<file path="src/rtl/gcd_pkg.sv">
// Shared definitions for the GCD requester: FSM state encoding, default
// data width and the sizing rule for the ISSUE+WAIT cycle counter.
package gcd_pkg;

    localparam int GCD_WIDTH = 16;

    typedef enum logic [2:0] {
        IDLE  = 3'd0,
        ISSUE = 3'd1,
        WAIT  = 3'd2,
        RESP  = 3'd3,
        ERR   = 3'd4
    } gcd_state_e;

    // Bits needed to hold every counter value 0..timeout inclusive.
    function automatic int cnt_width(input int timeout);
        if (timeout < 1) begin
            return 1;
        end else begin
            return $clog2(timeout + 1);
        end
    endfunction

endpackage

</file>
<file path="src/rtl/gcd_requester.sv">
// Initiator side of the GCD operand/result interface. Takes one operand pair
// at a time from the command port, hands it to the external GCD engine, and
// returns the engine result (or a timeout marker) on the response port.
// b==0 is answered locally because the engine never terminates on it.
// Every output is a flop loaded from the next-state decode, so no input
// reaches an output combinationally.
module gcd_requester
    import gcd_pkg::*;
#(
    parameter int WIDTH   = GCD_WIDTH,
    parameter int TIMEOUT = 1023
) (
    input  logic               clk,
    input  logic               reset,
    input  logic               cmd_valid,
    input  logic [WIDTH-1:0]   cmd_a,
    input  logic [WIDTH-1:0]   cmd_b,
    output logic               cmd_ready,
    output logic               gcd_in_valid,
    output logic [2*WIDTH-1:0] gcd_in_data,
    input  logic               gcd_in_ready,
    input  logic               gcd_out_valid,
    input  logic [WIDTH-1:0]   gcd_out_data,
    output logic               rsp_valid,
    output logic [WIDTH-1:0]   rsp_data,
    output logic               rsp_timeout,
    input  logic               rsp_ready,
    output logic               busy,
    output logic               err
);

    localparam int              CW        = cnt_width(TIMEOUT);
    localparam logic [CW-1:0]   TIMEOUT_C = CW'(TIMEOUT);
    localparam logic [CW-1:0]   CNT_ONE   = CW'(1);
    localparam logic [CW-1:0]   CNT_ZERO  = {CW{1'b0}};

    gcd_state_e        state_r,       state_s;
    logic [CW-1:0]     cnt_r,         cnt_s;
    logic [WIDTH-1:0]  a_r,           a_s;
    logic [WIDTH-1:0]  b_r,           b_s;
    logic [WIDTH-1:0]  rsp_data_r,    rsp_data_s;
    logic              rsp_timeout_r, rsp_timeout_s;
    logic              err_r,         err_s;
    logic              cmd_ready_r;
    logic              gcd_in_valid_r;
    logic              rsp_valid_r;
    logic              busy_r;
    logic [CW-1:0]     cnt_inc_s;
    logic              cnt_hit_s;

    // Saturating increment of the wait counter and terminal-count detect.
    always_comb begin
        cnt_hit_s = (cnt_r == TIMEOUT_C);
        if (cnt_hit_s) begin
            cnt_inc_s = cnt_r;
        end else begin
            cnt_inc_s = cnt_r + CNT_ONE;
        end
    end

    // Next-state, operand and response decode.
    always_comb begin
        state_s       = state_r;
        cnt_s         = cnt_r;
        a_s           = a_r;
        b_s           = b_r;
        rsp_data_s    = rsp_data_r;
        rsp_timeout_s = rsp_timeout_r;
        case (state_r)
            IDLE: begin
                if (cmd_valid) begin
                    a_s   = cmd_a;
                    b_s   = cmd_b;
                    cnt_s = CNT_ZERO;
                    if (cmd_b == {WIDTH{1'b0}}) begin
                        // gcd(a,0)=a, including gcd(0,0)=0; the engine would hang.
                        state_s       = RESP;
                        rsp_data_s    = cmd_a;
                        rsp_timeout_s = 1'b0;
                    end else begin
                        state_s = ISSUE;
                    end
                end else begin
                    state_s = IDLE;
                end
            end
            ISSUE: begin
                cnt_s = cnt_inc_s;
                if (cnt_hit_s) begin
                    // Terminal count wins over a late handshake so the
                    // ISSUE+WAIT budget stays bounded by TIMEOUT+1 cycles.
                    state_s       = RESP;
                    rsp_data_s    = {WIDTH{1'b0}};
                    rsp_timeout_s = 1'b1;
                end else if (gcd_in_ready) begin
                    state_s = WAIT;
                end else begin
                    state_s = ISSUE;
                end
            end
            WAIT: begin
                cnt_s = cnt_inc_s;
                if (gcd_out_valid) begin
                    // A result on the terminal-count cycle still counts.
                    state_s       = RESP;
                    rsp_data_s    = gcd_out_data;
                    rsp_timeout_s = 1'b0;
                end else if (cnt_hit_s) begin
                    state_s       = RESP;
                    rsp_data_s    = {WIDTH{1'b0}};
                    rsp_timeout_s = 1'b1;
                end else begin
                    state_s = WAIT;
                end
            end
            RESP: begin
                if (rsp_ready) begin
                    if (rsp_timeout_r) begin
                        state_s = ERR;
                    end else begin
                        state_s = IDLE;
                    end
                end else begin
                    state_s = RESP;
                end
            end
            ERR: begin
                state_s = ERR;
            end
            default: begin
                state_s = ERR;
            end
        endcase
    end

    // Sticky error: entering ERR, or an engine pulse outside WAIT.
    always_comb begin
        if ((state_s == ERR) || (gcd_out_valid && (state_r != WAIT))) begin
            err_s = 1'b1;
        end else begin
            err_s = err_r;
        end
    end

    // State, counter and data registers.
    always_ff @(posedge clk or negedge reset) begin
        if (!reset) begin
            state_r       <= IDLE;
            cnt_r         <= CNT_ZERO;
            a_r           <= {WIDTH{1'b0}};
            b_r           <= {WIDTH{1'b0}};
            rsp_data_r    <= {WIDTH{1'b0}};
            rsp_timeout_r <= 1'b0;
            err_r         <= 1'b0;
        end else begin
            state_r       <= state_s;
            cnt_r         <= cnt_s;
            a_r           <= a_s;
            b_r           <= b_s;
            rsp_data_r    <= rsp_data_s;
            rsp_timeout_r <= rsp_timeout_s;
            err_r         <= err_s;
        end
    end

    // Handshake and status outputs, registered from the next state.
    always_ff @(posedge clk or negedge reset) begin
        if (!reset) begin
            cmd_ready_r    <= 1'b1;
            gcd_in_valid_r <= 1'b0;
            rsp_valid_r    <= 1'b0;
            busy_r         <= 1'b0;
        end else begin
            cmd_ready_r    <= (state_s == IDLE);
            gcd_in_valid_r <= (state_s == ISSUE);
            rsp_valid_r    <= (state_s == RESP);
            busy_r         <= (state_s != IDLE);
        end
    end

    assign cmd_ready    = cmd_ready_r;
    assign gcd_in_valid = gcd_in_valid_r;
    assign gcd_in_data  = {a_r, b_r};
    assign rsp_valid    = rsp_valid_r;
    assign rsp_data     = rsp_data_r;
    assign rsp_timeout  = rsp_timeout_r;
    assign busy         = busy_r;
    assign err          = err_r;

endmodule
</file>
<file path="config.mk">
export PLATFORM = sky130hd
export DESIGN_NAME = gcd_requester
export DESIGN_NICKNAME = d
export VERILOG_FILES = /design/src/rtl/gcd_pkg.sv /design/src/rtl/gcd_requester.sv
export SDC_FILE = /design/constraint.sdc
export NUM_CORES = 1
export LEC_CHECK = 0
export CORE_ASPECT_RATIO = 1.1
export CORE_MARGIN = 2
export CORE_UTILIZATION = 40
export CTS_BUF_LIST = sky130_fd_sc_hd__clkbuf_16
export CTS_CLUSTER_DIAMETER = 100
export DETAILED_ROUTE_END_ITERATION = 8
export GPL_ROUTABILITY_DRIVEN = 0
export HOLD_SLACK_MARGIN = 0.12
export PLACE_DENSITY = 0.74
export SKIP_LAST_GASP = 1
export SLEW_MARGIN = 20
export SYNTH_ARGS = -nofsm -noshare
export SYNTH_HDL_FRONTEND = slang
export SYNTH_SLANG_ARGS = --single-unit
export TNS_END_PERCENT = 50
</file>
<file path="constraint.sdc">
create_clock -name clk -period 4.4 [get_ports clk]
set_input_delay 0.66 -clock clk [delete_from_list [all_inputs] [get_ports clk]]
set_output_delay 0.66 -clock clk [all_outputs]
set_load 0.02 [all_outputs]
</file>
**Yosys cells after proc, flatten, opt, wreduce, memory -nomap -nowiden**

Index checks and enable logic that the tools add are counted.

- Input port bits: 54
- Register bits: 67

- Reduce and logical (&&, ||, !) cells: 12
- Muxes and demuxes: 22
- Add/subtract/negate cells: 1
- Eq/ne operators: 11

Operator list:

| kind | number |
|---|---|
| two-way mux 16 bit | 4 |
| one-hot mux 16 bit (3 select lines) | 1 |
| two-way mux 10 bit | 2 |
| one-hot mux 10 bit (2 select lines) | 1 |
| logical NOT 16 bit | 1 |
| one-hot mux 3 bit (4 select lines) | 1 |
| adder 10 x 1 -> 10 bit (second input constant) | 1 |
| == test 10 bit (second input constant) | 1 |
| == test 3 x 2 -> 1 bit (second input constant) | 3 |
| two-way mux 3 bit | 3 |
| == test 3 x 1 -> 1 bit (second input constant) | 2 |
| logical NOT 3 bit | 2 |
| two-way mux 1 bit | 6 |
| two-way mux 2 bit | 3 |
| inequality test 2 bit (second input constant) | 3 |
| AND reduction 3 bit | 2 |
| nonzero test 3 bit | 2 |
| == test 3 bit (second input constant) | 1 |
| inequality test 3 x 2 -> 1 bit (second input constant) | 1 |
| one-hot mux 1 bit (3 select lines) | 1 |
| AND reduction 2 bit | 1 |
| nonzero test 2 bit | 1 |
| OR reduction 2 bit | 1 |
| logical AND 1 bit | 1 |
| logical OR 1 bit | 1 |

**Logic depth before layout (Yosys ltp)**

Gate-level depths: netlist of run 1.

- Depth in word-level cells: 6
- Mapped depth: 7
- Gate-level depth less buffers: 5

**Worst setup path before layout of run 1**

Ideal clock, no wire load.

- Path type: input to register
- Start point: input cmd_valid
- End point: register cnt_r[7]
- Data arrival time: 1.732 ns
- Path buffers: 1
- Setup slack: 2.588 ns
- Data required time: 4.321 ns
- Stages: 5
- Path through: nor4b_4 a21oi_1 buf_2 nor4_2 mux2i_1

- Word-level cells in the longest chain between the ends: 2

RTL lines:

| element | RTL line | text |
|---|---|---|
| from (decl) | gcd_requester.sv:15 | `input logic cmd_valid,` |
| inequality test 2 bit (no source line) | -- |  |
| AND reduction 3 bit (no source line) | -- |  |
| to (signal assigned) | gcd_requester.sv:157 | `cnt_r <= cnt_s;` |
| to (decl) | gcd_requester.sv:38 | `logic [CW-1:0] cnt_r, cnt_s;` |

Every way passes these cells.
A chain may end at the register's enable or synchronous reset.

**Final worst setup path of run 1**

- Start point: input cmd_valid
- End point: register rsp_data_r[15], in the netlist rsp_data[15]

- Word-level cells in the longest chain between the ends: 2

RTL lines:

| element | RTL line | text |
|---|---|---|
| inequality test 2 bit (no source line) | -- |  |
| AND reduction 3 bit (no source line) | -- |  |
| to (signal assigned) | gcd_requester.sv:152 | `rsp_data_r <= {WIDTH{1'b0}};` |
| to (signal assigned) | gcd_requester.sv:160 | `rsp_data_r <= rsp_data_s;` |
| to (decl) | gcd_requester.sv:41 | `logic [WIDTH-1:0] rsp_data_r, rsp_data_s;` |

Every way passes these cells.

==> run_summary.xml, run 1 <==
<?xml version="1.0" encoding="UTF-8"?>
<metrics>
  <group name="status">
    <metric name="outcome" unit="">finished, final reports clean</metric>
  </group>
  <group name="grt">
    <metric name="grt_antenna_before_repair" unit="">0</metric>
    <metric name="pin_count_of_the_biggest_net_entering_global_routing" unit="">49</metric>
    <metric name="gr-total-overflow" unit="">0</metric>
    <metric name="grt_pass1_wl" unit="µm">14500</metric>
    <metric name="grt_pass1_vias" unit="">2962</metric>
    <metric name="globalRouteTotalUtil" unit="">0.212</metric>
  </group>
  <group name="floorplan">
    <metric name="core" unit="mm²">0.00756</metric>
    <metric name="chipWidth" unit="µm">88.7</metric>
    <metric name="die_height" unit="µm">97.2</metric>
    <metric name="initial_utilization" unit="">0.418</metric>
    <metric name="pin_count" unit="">108</metric>
    <metric name="placement_rows" unit="">33</metric>
    <metric name="die_area" unit="mm²">0.00862</metric>
  </group>
  <group name="finish">
    <metric name="area_growth" unit="%">44.7</metric>
    <metric name="fraction_of_final_layout_cells_with_drive_strength_greater_than_1" unit="">0.0826</metric>
    <metric name="layout.cell_area.non_filler" unit="mm²">0.00457</metric>
    <metric name="final_util" unit="">0.605</metric>
    <metric name="post_layout_nonfiller_instances" unit="">553</metric>
    <metric name="fillerInstances" unit="">671</metric>
    <metric name="layout.nets" unit="">499</metric>
    <metric name="number_of_diodes" unit="">0</metric>
  </group>
  <group name="sta">
    <metric name="worst_slew_pin_tran" unit="ns">1.04</metric>
    <metric name="fmax" unit="GHz">0.398</metric>
    <metric name="final_max_slew_viol_count" unit="">0</metric>
    <metric name="clock_skew" unit="ns">0.00848</metric>
    <metric name="fin_setup_tns" unit="ns">0</metric>
    <metric name="timing.final.crit_period" unit="ns">2.51</metric>
    <metric name="final.hold.worst_slack" unit="ns">0.354</metric>
    <metric name="grt_setup_unrepaired" unit="">no</metric>
    <metric name="final_critical_path_setup_slack" unit="ns">1.89</metric>
    <metric name="period_share" unit="">0.571</metric>
    <metric name="slew_headroom" unit="">0.302</metric>
    <metric name="report.final.hold_viol_count" unit="">0</metric>
    <metric name="setup_viol" unit="">0</metric>
  </group>
  <group name="logic_synthesis">
    <metric name="post_synth_num_cell_types" unit="">38</metric>
    <metric name="syn_avg_cell_area" unit="µm²">9.23</metric>
    <metric name="number_of_flops_mapped_to_enable_cells_by_yosys" unit="">0</metric>
    <metric name="yosysMostFrequentCell" unit="">sky130_fd_sc_hd__nand2_1</metric>
    <metric name="yosys-top-cells-count" unit="">sky130_fd_sc_hd__nand2_1, sky130_fd_sc_hd__dfrtp_1, sky130_fd_sc_hd__nand3_1</metric>
    <metric name="synth.top_cells.by_area" unit="">sky130_fd_sc_hd__dfrtp_1, sky130_fd_sc_hd__nand2_1, sky130_fd_sc_hd__o221ai_1</metric>
    <metric name="largest_area_contributor_in_the_synthesized_netlist" unit="">sky130_fd_sc_hd__dfrtp_1</metric>
    <metric name="postSynthRegisterBits" unit="">67</metric>
    <metric name="ys_async_sr_fraction" unit="">1.00</metric>
    <metric name="syn-cell-area" unit="mm²">0.00316</metric>
    <metric name="synth_largest_type_area_fraction" unit="">0.523</metric>
    <metric name="synth-seq-area-share" unit="">0.532</metric>
    <metric name="mappedNetlistNets" unit="">397</metric>
    <metric name="predominant_post_synthesis_flop_cell" unit="">sky130_fd_sc_hd__dfrtp_1</metric>
    <metric name="synthCells" unit="">342</metric>
    <metric name="synth.yosys.warnings" unit="">0</metric>
  </group>
  <group name="power">
    <metric name="comb_power_share" unit="">0.506</metric>
    <metric name="pwr-share-seq" unit="">0.313</metric>
    <metric name="worst_ir_drop_vdd" unit="µV">388</metric>
    <metric name="power_leakage" unit="nW">1.98</metric>
    <metric name="power.density_cell_area" unit="mW/mm²">761</metric>
    <metric name="power.share.switching" unit="">0.415</metric>
    <metric name="internal_portion_of_total_power" unit="mW">2.03</metric>
    <metric name="power.net_switching" unit="mW">1.44</metric>
    <metric name="clockPowerShare" unit="">0.181</metric>
    <metric name="total_power" unit="mW">3.48</metric>
  </group>
  <group name="setup_path">
    <metric name="critical_path_arrival" unit="ns">2.68</metric>
    <metric name="timing.critical_path.slowest_stage_cell" unit="">sky130_fd_sc_hd__nor2_2</metric>
    <metric name="cp.required" unit="ns">4.56</metric>
    <metric name="timing.critical_path.from_type" unit="">input pin</metric>
    <metric name="setup.worst_path.end_class" unit="">register</metric>
    <metric name="path_buf_inv" unit="">1</metric>
    <metric name="critical_path_class" unit="">input pin to register</metric>
    <metric name="critical_path.top_delay_family" unit="">simple AND/OR/NAND/NOR gates</metric>
    <metric name="crit_path_cell_trace" unit="">clkdlybuf4s50_1 -&gt; nor4b_4 -&gt; nand3_1 -&gt; nor2_2 -&gt; o221ai_1</metric>
    <metric name="worst-path-max-fanout" unit="">17</metric>
    <metric name="max_stage_delay" unit="ns">0.60</metric>
  </group>
  <group name="routing">
    <metric name="route.detailed.vias_per_inst" unit="">5.32</metric>
    <metric name="drt_iter0_drc" unit="">151</metric>
    <metric name="drc_errors" unit="">0</metric>
    <metric name="met3WireLength" unit="µm">587</metric>
    <metric name="routed.top_layer" unit="">met4</metric>
    <metric name="met2WireLength" unit="µm">4300</metric>
    <metric name="postRouteWirelength" unit="µm">8730</metric>
    <metric name="vias" unit="">2943</metric>
    <metric name="drtPass1Iterations" unit="">4</metric>
    <metric name="drt-wirelength-per-cell" unit="µm">15.8</metric>
    <metric name="wirelength_met1" unit="µm">3610</metric>
    <metric name="postRouteAntennaNets" unit="">0</metric>
  </group>
  <group name="placement">
    <metric name="port-buffer-count" unit="">107</metric>
    <metric name="dp_hpwl" unit="µm">6260</metric>
    <metric name="pre_cts_slack" unit="ns">1.58</metric>
    <metric name="placement.cell_area" unit="mm²">0.00430</metric>
    <metric name="place.detailed.instances" unit="">538</metric>
  </group>
  <group name="clock_network">
    <metric name="cts_buffer_depth" unit="">2</metric>
    <metric name="clk_pin_slew" unit="ns">0.05</metric>
    <metric name="clock-root-buffer" unit="">sky130_fd_sc_hd__clkbuf_16</metric>
    <metric name="cts_made_buffers" unit="">9</metric>
    <metric name="cts.htree.levels" unit="">3</metric>
    <metric name="cts_tree" unit="">done</metric>
    <metric name="clkLatencyLatePin" unit="ns">0.33</metric>
    <metric name="cts.sink_count" unit="">67</metric>
    <metric name="postCtsHoldBufs" unit="">0</metric>
    <metric name="cts_post_setup_buffers_inserted" unit="">0</metric>
    <metric name="post_cts_resized" unit="">0</metric>
  </group>
  <group name="job">
    <metric name="max_cap_viol_count" unit="">0</metric>
  </group>
  <group name="worst_hold_path">
    <metric name="holdCritPathClass" unit="">input pin to async pin</metric>
  </group>
</metrics>
==> final timing paths <==
| check | from | end | slack, ns | cells after the start |
|---|---|---|---|---|
| worst min register to register | b_r[15] | b_r[15] | 0.47 | 2 |
| worst max-delay path | cmd_valid | rsp_data[15] | 1.89 | 5 |
| worst min-delay path | reset | b_r[5] | 0.35 | 1 |
| min in group clk | b_r[15] | b_r[15] | 0.47 | 2 |
| max in group asynchronous | reset | cnt_r[6] | 3.34 | 2 |
| worst max register to register | state_r[0] | rsp_data[15] | 2.06 | 4 |
==> cells in the final DEF, fill, tap and decap left out, drive strengths merged, types with 2 or more instances in the layout <==
master         synthesis  layout
o31ai                  5       5
clkdlybuf4s50          0     106
nand2                126     126
inv                    6       6
nor2b                  2       2
a21oi                 10      10
buf                   11       5
a22oi                 16      16
nand4                  4       4
dfrtp                 66      66
and2                   2       2
clkinv                 0       4
clkinvlp               0       2
o211ai                 2       2
nor3                   3       3
nor4                   7       7
o21ai                  4       4
nand2b                 2       2
nand3                 19      19
or3                    2       2
o221a                  2       2
or2                    6       6
nor2                   2       2
mux2i                  5       5
or4                    4       4
clkbuf                 9       9
o221ai                16      16
==> kinds of logic after synthesis <==
family | count (synthesis) | synth area share
AND/OR/NAND/NOR | 186 | 0.277
flip-flops | 67 | 0.532
AO/OA/AOI/OAI | 56 | 0.134
buffers and inverters | 26 | 0.0353
multiplexers | 5 | 0.0159
XOR/XNOR | 1 | 0.00277
adder cells (fa/ha/maj) | 1 | 0.00396
==> per-layer routing <==
metal,up-vias,GRT usage
met4,0,0.0851
met5,-,0
li1,1407,-
met3,20,0.0612
met1,1427,0.274
met2,89,0.330
==> state kept, by name, summed over array words and instances (netlist names), 3 cells and up <==
name / cells
state_r: 3
rsp_data: 16
cnt_r: 10
b_r: 16
a_r: 16
==> power groups by stage <==
stage | Combinational (mW) | Clock (mW) | Sequential, mW
after floorplan | 0.801 | 0 | 1.33
after global placement | 1.72 | 0 | 1.08
after detailed placement | 1.77 | 0 | 1.09
after CTS | 1.77 | 0.636 | 1.09
after global routing | 1.92 | 0.664 | 1.12
final | 1.76 | 0.628 | 1.09
==> final cells by class <==
type,instances,area (µm²),share of cell area
Multi-Input combinational cell,249,1380,0.302
Clock inverter,6,33.8,0.00740
Clock buffer,9,225,0.0493
Sequential cell,67,1680,0.367
Tap cell,105,131,0.0288
Timing Repair Buffer,111,1100,0.240
Inverter,6,22.5,0.00493
Power figures use the tool's default switching activity.
==> run 2, diff against run 1 <==
==> constraint.sdc (replaced) <==
create_clock -name clk -period 2.5 [get_ports clk]
set_input_delay 0.375 -clock clk [delete_from_list [all_inputs] [get_ports clk]]
set_output_delay 0.375 -clock clk [all_outputs]
set_load 0.02 [all_outputs]
==> run 2 against run 1 <==
Net effect:
- clock power increased by 70%
- non-clock buffer count increased by 7
- routed wire length decreased by 1.3%
- critical path depth decreased by 1
==> run_summary.xml, run 2 (same netlist as run 1, synthesis figures left out) <==
<?xml version="1.0" encoding="UTF-8"?>
<metrics>
  <group name="power">
    <metric name="power.density_cell_area" unit="mW/mm²">1330</metric>
    <metric name="power_leakage" unit="nW">2.03</metric>
    <metric name="worst_ir_drop_vdd" unit="µV">608</metric>
  </group>
  <group name="placement">
    <metric name="dp_hpwl" unit="µm">5910</metric>
    <metric name="port-buffer-count" unit="">107</metric>
    <metric name="pre_cts_slack" unit="ns">0.197</metric>
  </group>
  <group name="floorplan">
    <metric name="chipWidth" unit="µm">88.7</metric>
    <metric name="pin_count" unit="">108</metric>
    <metric name="core" unit="mm²">0.00756</metric>
    <metric name="placement_rows" unit="">33</metric>
    <metric name="initial_utilization" unit="">0.418</metric>
    <metric name="die_height" unit="µm">97.2</metric>
    <metric name="die_area" unit="mm²">0.00862</metric>
  </group>
  <group name="clock_network">
    <metric name="clock-root-buffer" unit="">sky130_fd_sc_hd__clkbuf_16</metric>
    <metric name="cts.sink_count" unit="">67</metric>
    <metric name="cts_buffer_depth" unit="">2</metric>
    <metric name="cts_made_buffers" unit="">9</metric>
    <metric name="cts_post_setup_buffers_inserted" unit="">0</metric>
    <metric name="postCtsHoldBufs" unit="">1</metric>
    <metric name="clkLatencyLatePin" unit="ns">0.32</metric>
    <metric name="cts_tree" unit="">done</metric>
    <metric name="post_cts_resized" unit="">0</metric>
    <metric name="cts.htree.levels" unit="">3</metric>
    <metric name="clk_pin_slew" unit="ns">0.05</metric>
  </group>
  <group name="routing">
    <metric name="postRouteWirelength" unit="µm">8610</metric>
    <metric name="drt-wirelength-per-cell" unit="µm">15.4</metric>
    <metric name="drc_errors" unit="">0</metric>
    <metric name="postRouteAntennaNets" unit="">0</metric>
    <metric name="drt_iter0_drc" unit="">251</metric>
    <metric name="vias" unit="">2968</metric>
    <metric name="route.detailed.vias_per_inst" unit="">5.29</metric>
    <metric name="drtPass1Iterations" unit="">4</metric>
  </group>
  <group name="finish">
    <metric name="most-common-layout-cells" unit="">sky130_fd_sc_hd__nand2_1, sky130_fd_sc_hd__clkdlybuf4s50_1, sky130_fd_sc_hd__dfrtp_1, sky130_fd_sc_hd__nand3_1</metric>
    <metric name="fraction_of_final_layout_cells_with_drive_strength_greater_than_1" unit="">0.0811</metric>
    <metric name="area_growth" unit="%">46.2</metric>
    <metric name="number_of_diodes" unit="">0</metric>
    <metric name="final_common_cell" unit="">sky130_fd_sc_hd__nand2_1</metric>
    <metric name="layout.nets" unit="">506</metric>
  </group>
  <group name="grt">
    <metric name="grt_use_met2" unit="">0.324</metric>
    <metric name="globalRouteMet3Util" unit="">0.0527</metric>
    <metric name="grt_antenna_before_repair" unit="">0</metric>
    <metric name="grt_pass1_wl" unit="µm">14000</metric>
    <metric name="globalRouteTotalUtil" unit="">0.205</metric>
    <metric name="gr-total-overflow" unit="">0</metric>
    <metric name="grt_use_met1" unit="">0.269</metric>
    <metric name="grt-busiest-layer" unit="">met2</metric>
    <metric name="pin_count_of_the_biggest_net_entering_global_routing" unit="">42</metric>
    <metric name="grt_pass1_vias" unit="">2892</metric>
  </group>
  <group name="sta">
    <metric name="fmax" unit="GHz">0.465</metric>
    <metric name="fin_setup_tns" unit="ns">0</metric>
    <metric name="final_max_slew_viol_count" unit="">0</metric>
    <metric name="period_share" unit="">0.860</metric>
    <metric name="grt_setup_unrepaired" unit="">no</metric>
    <metric name="timing.final.crit_period" unit="ns">2.15</metric>
    <metric name="worst_slew_pin_tran" unit="ns">0.911</metric>
    <metric name="report.final.hold_viol_count" unit="">0</metric>
    <metric name="slew_headroom" unit="">0.393</metric>
    <metric name="final_critical_path_setup_slack" unit="ns">0.349</metric>
    <metric name="clock_skew" unit="ns">0.00664</metric>
    <metric name="setup_viol" unit="">0</metric>
  </group>
  <group name="setup_path">
    <metric name="setup.worst_path.end_class" unit="">register</metric>
    <metric name="crit_path_cell_trace" unit="">xor2_1 -&gt; and2_1 -&gt; a21oi_2 -&gt; o221ai_1</metric>
    <metric name="timing.critical_path.slowest_stage_cell" unit="">sky130_fd_sc_hd__a21oi_2</metric>
    <metric name="timing.critical_path.from_type" unit="">register</metric>
    <metric name="worst-path-max-fanout" unit="">17</metric>
    <metric name="max_stage_delay" unit="ns">0.67</metric>
    <metric name="cp.required" unit="ns">2.66</metric>
    <metric name="critical_path_arrival" unit="ns">2.31</metric>
    <metric name="critical_path_class" unit="">register to register</metric>
    <metric name="timing.reg2reg.setup_slack" unit="ns">0.35</metric>
  </group>
  <group name="job">
    <metric name="max_cap_viol_count" unit="">0</metric>
  </group>
  <group name="worst_hold_path">
    <metric name="holdCritPathClass" unit="">register to register</metric>
  </group>
  <group name="status">
    <metric name="outcome" unit="">finished, final reports clean</metric>
  </group>
</metrics>
==> run 2: cell count changes in the layout (fill, tap and decap cells not counted), sizes merged <==
cell | previous run | this run
buf | 5 | 11
clkinv | 4 | 2
clkinvlp | 2 | 0
dlygate4sd3 | 0 | 1
inv | 6 | 11
==> run 2: worst max-delay path: cells and delay by family, from the launching register on <==
family,cells,cell delay [ns]
flops,1,0.63
simple gates,1,0.24
xor+xnor,1,0.19
compound gates,2,0.92
==> run 2: path summary, 6_finish.rpt <==
path	startpoint	to	depth (start not counted)
setup / recovery	state_r[0]	rsp_data[1]	4
hold / removal	a_r[2]	a_r[2]	2
setup reg to reg	state_r[0]	rsp_data[1]	4
hold reg to reg	a_r[2]	a_r[2]	2
max in group asynchronous	reset	a_r[14]	3
min in group asynchronous	reset	b_r[3]	2
==> run 2: power by group <==
| group | switching [mW] | internal, mW |
|---|---|---|
| combinational | 1.77 | 1.40 |
| sequential | 0.342 | 1.57 |
| clock | 0.423 | 0.645 |
| total | 2.54 | 3.62 |
==> run 2: metrics by stage <==
| stage | instance area, µm² | utilization | power [mW] | hold WS [ns] | std cells |
|---|---|---|---|---|---|
| after floorplan | 3160 | - | 3.75 | 0.0794 | 342 |
| final | 4610 | 0.611 | 6.16 | 0.469 | 561 |
| after CTS | 4610 | 0.611 | 6.19 | 0.475 | 561 |
| after global placement | 4350 | 0.576 | 4.99 | 0.442 | 544 |
| after global routing | 4610 | 0.611 | 6.56 | 0.490 | 561 |
| after detailed placement | 4350 | 0.576 | 5.10 | 0.447 | 544 |
==> run 2: routing by layer <==
metal	wire, µm	share of wire
met3	529	0.061
met5	0	0
met4	115	0.013
met2	4240	0.49
met1	3730	0.43
==> run 2: layout make-up <==
| cell class | instances | area [µm²] |
|---|---|---|
| Fill cell | 635 | 2940 |
| Inverter | 6 | 22.5 |
| Multi-Input combinational cell | 249 | 1370 |
| Timing Repair Buffer | 118 | 1160 |
| Clock buffer | 9 | 225 |
| Tap cell | 105 | 131 |
| Clock inverter | 7 | 26.3 |
| Sequential cell | 67 | 1680 |
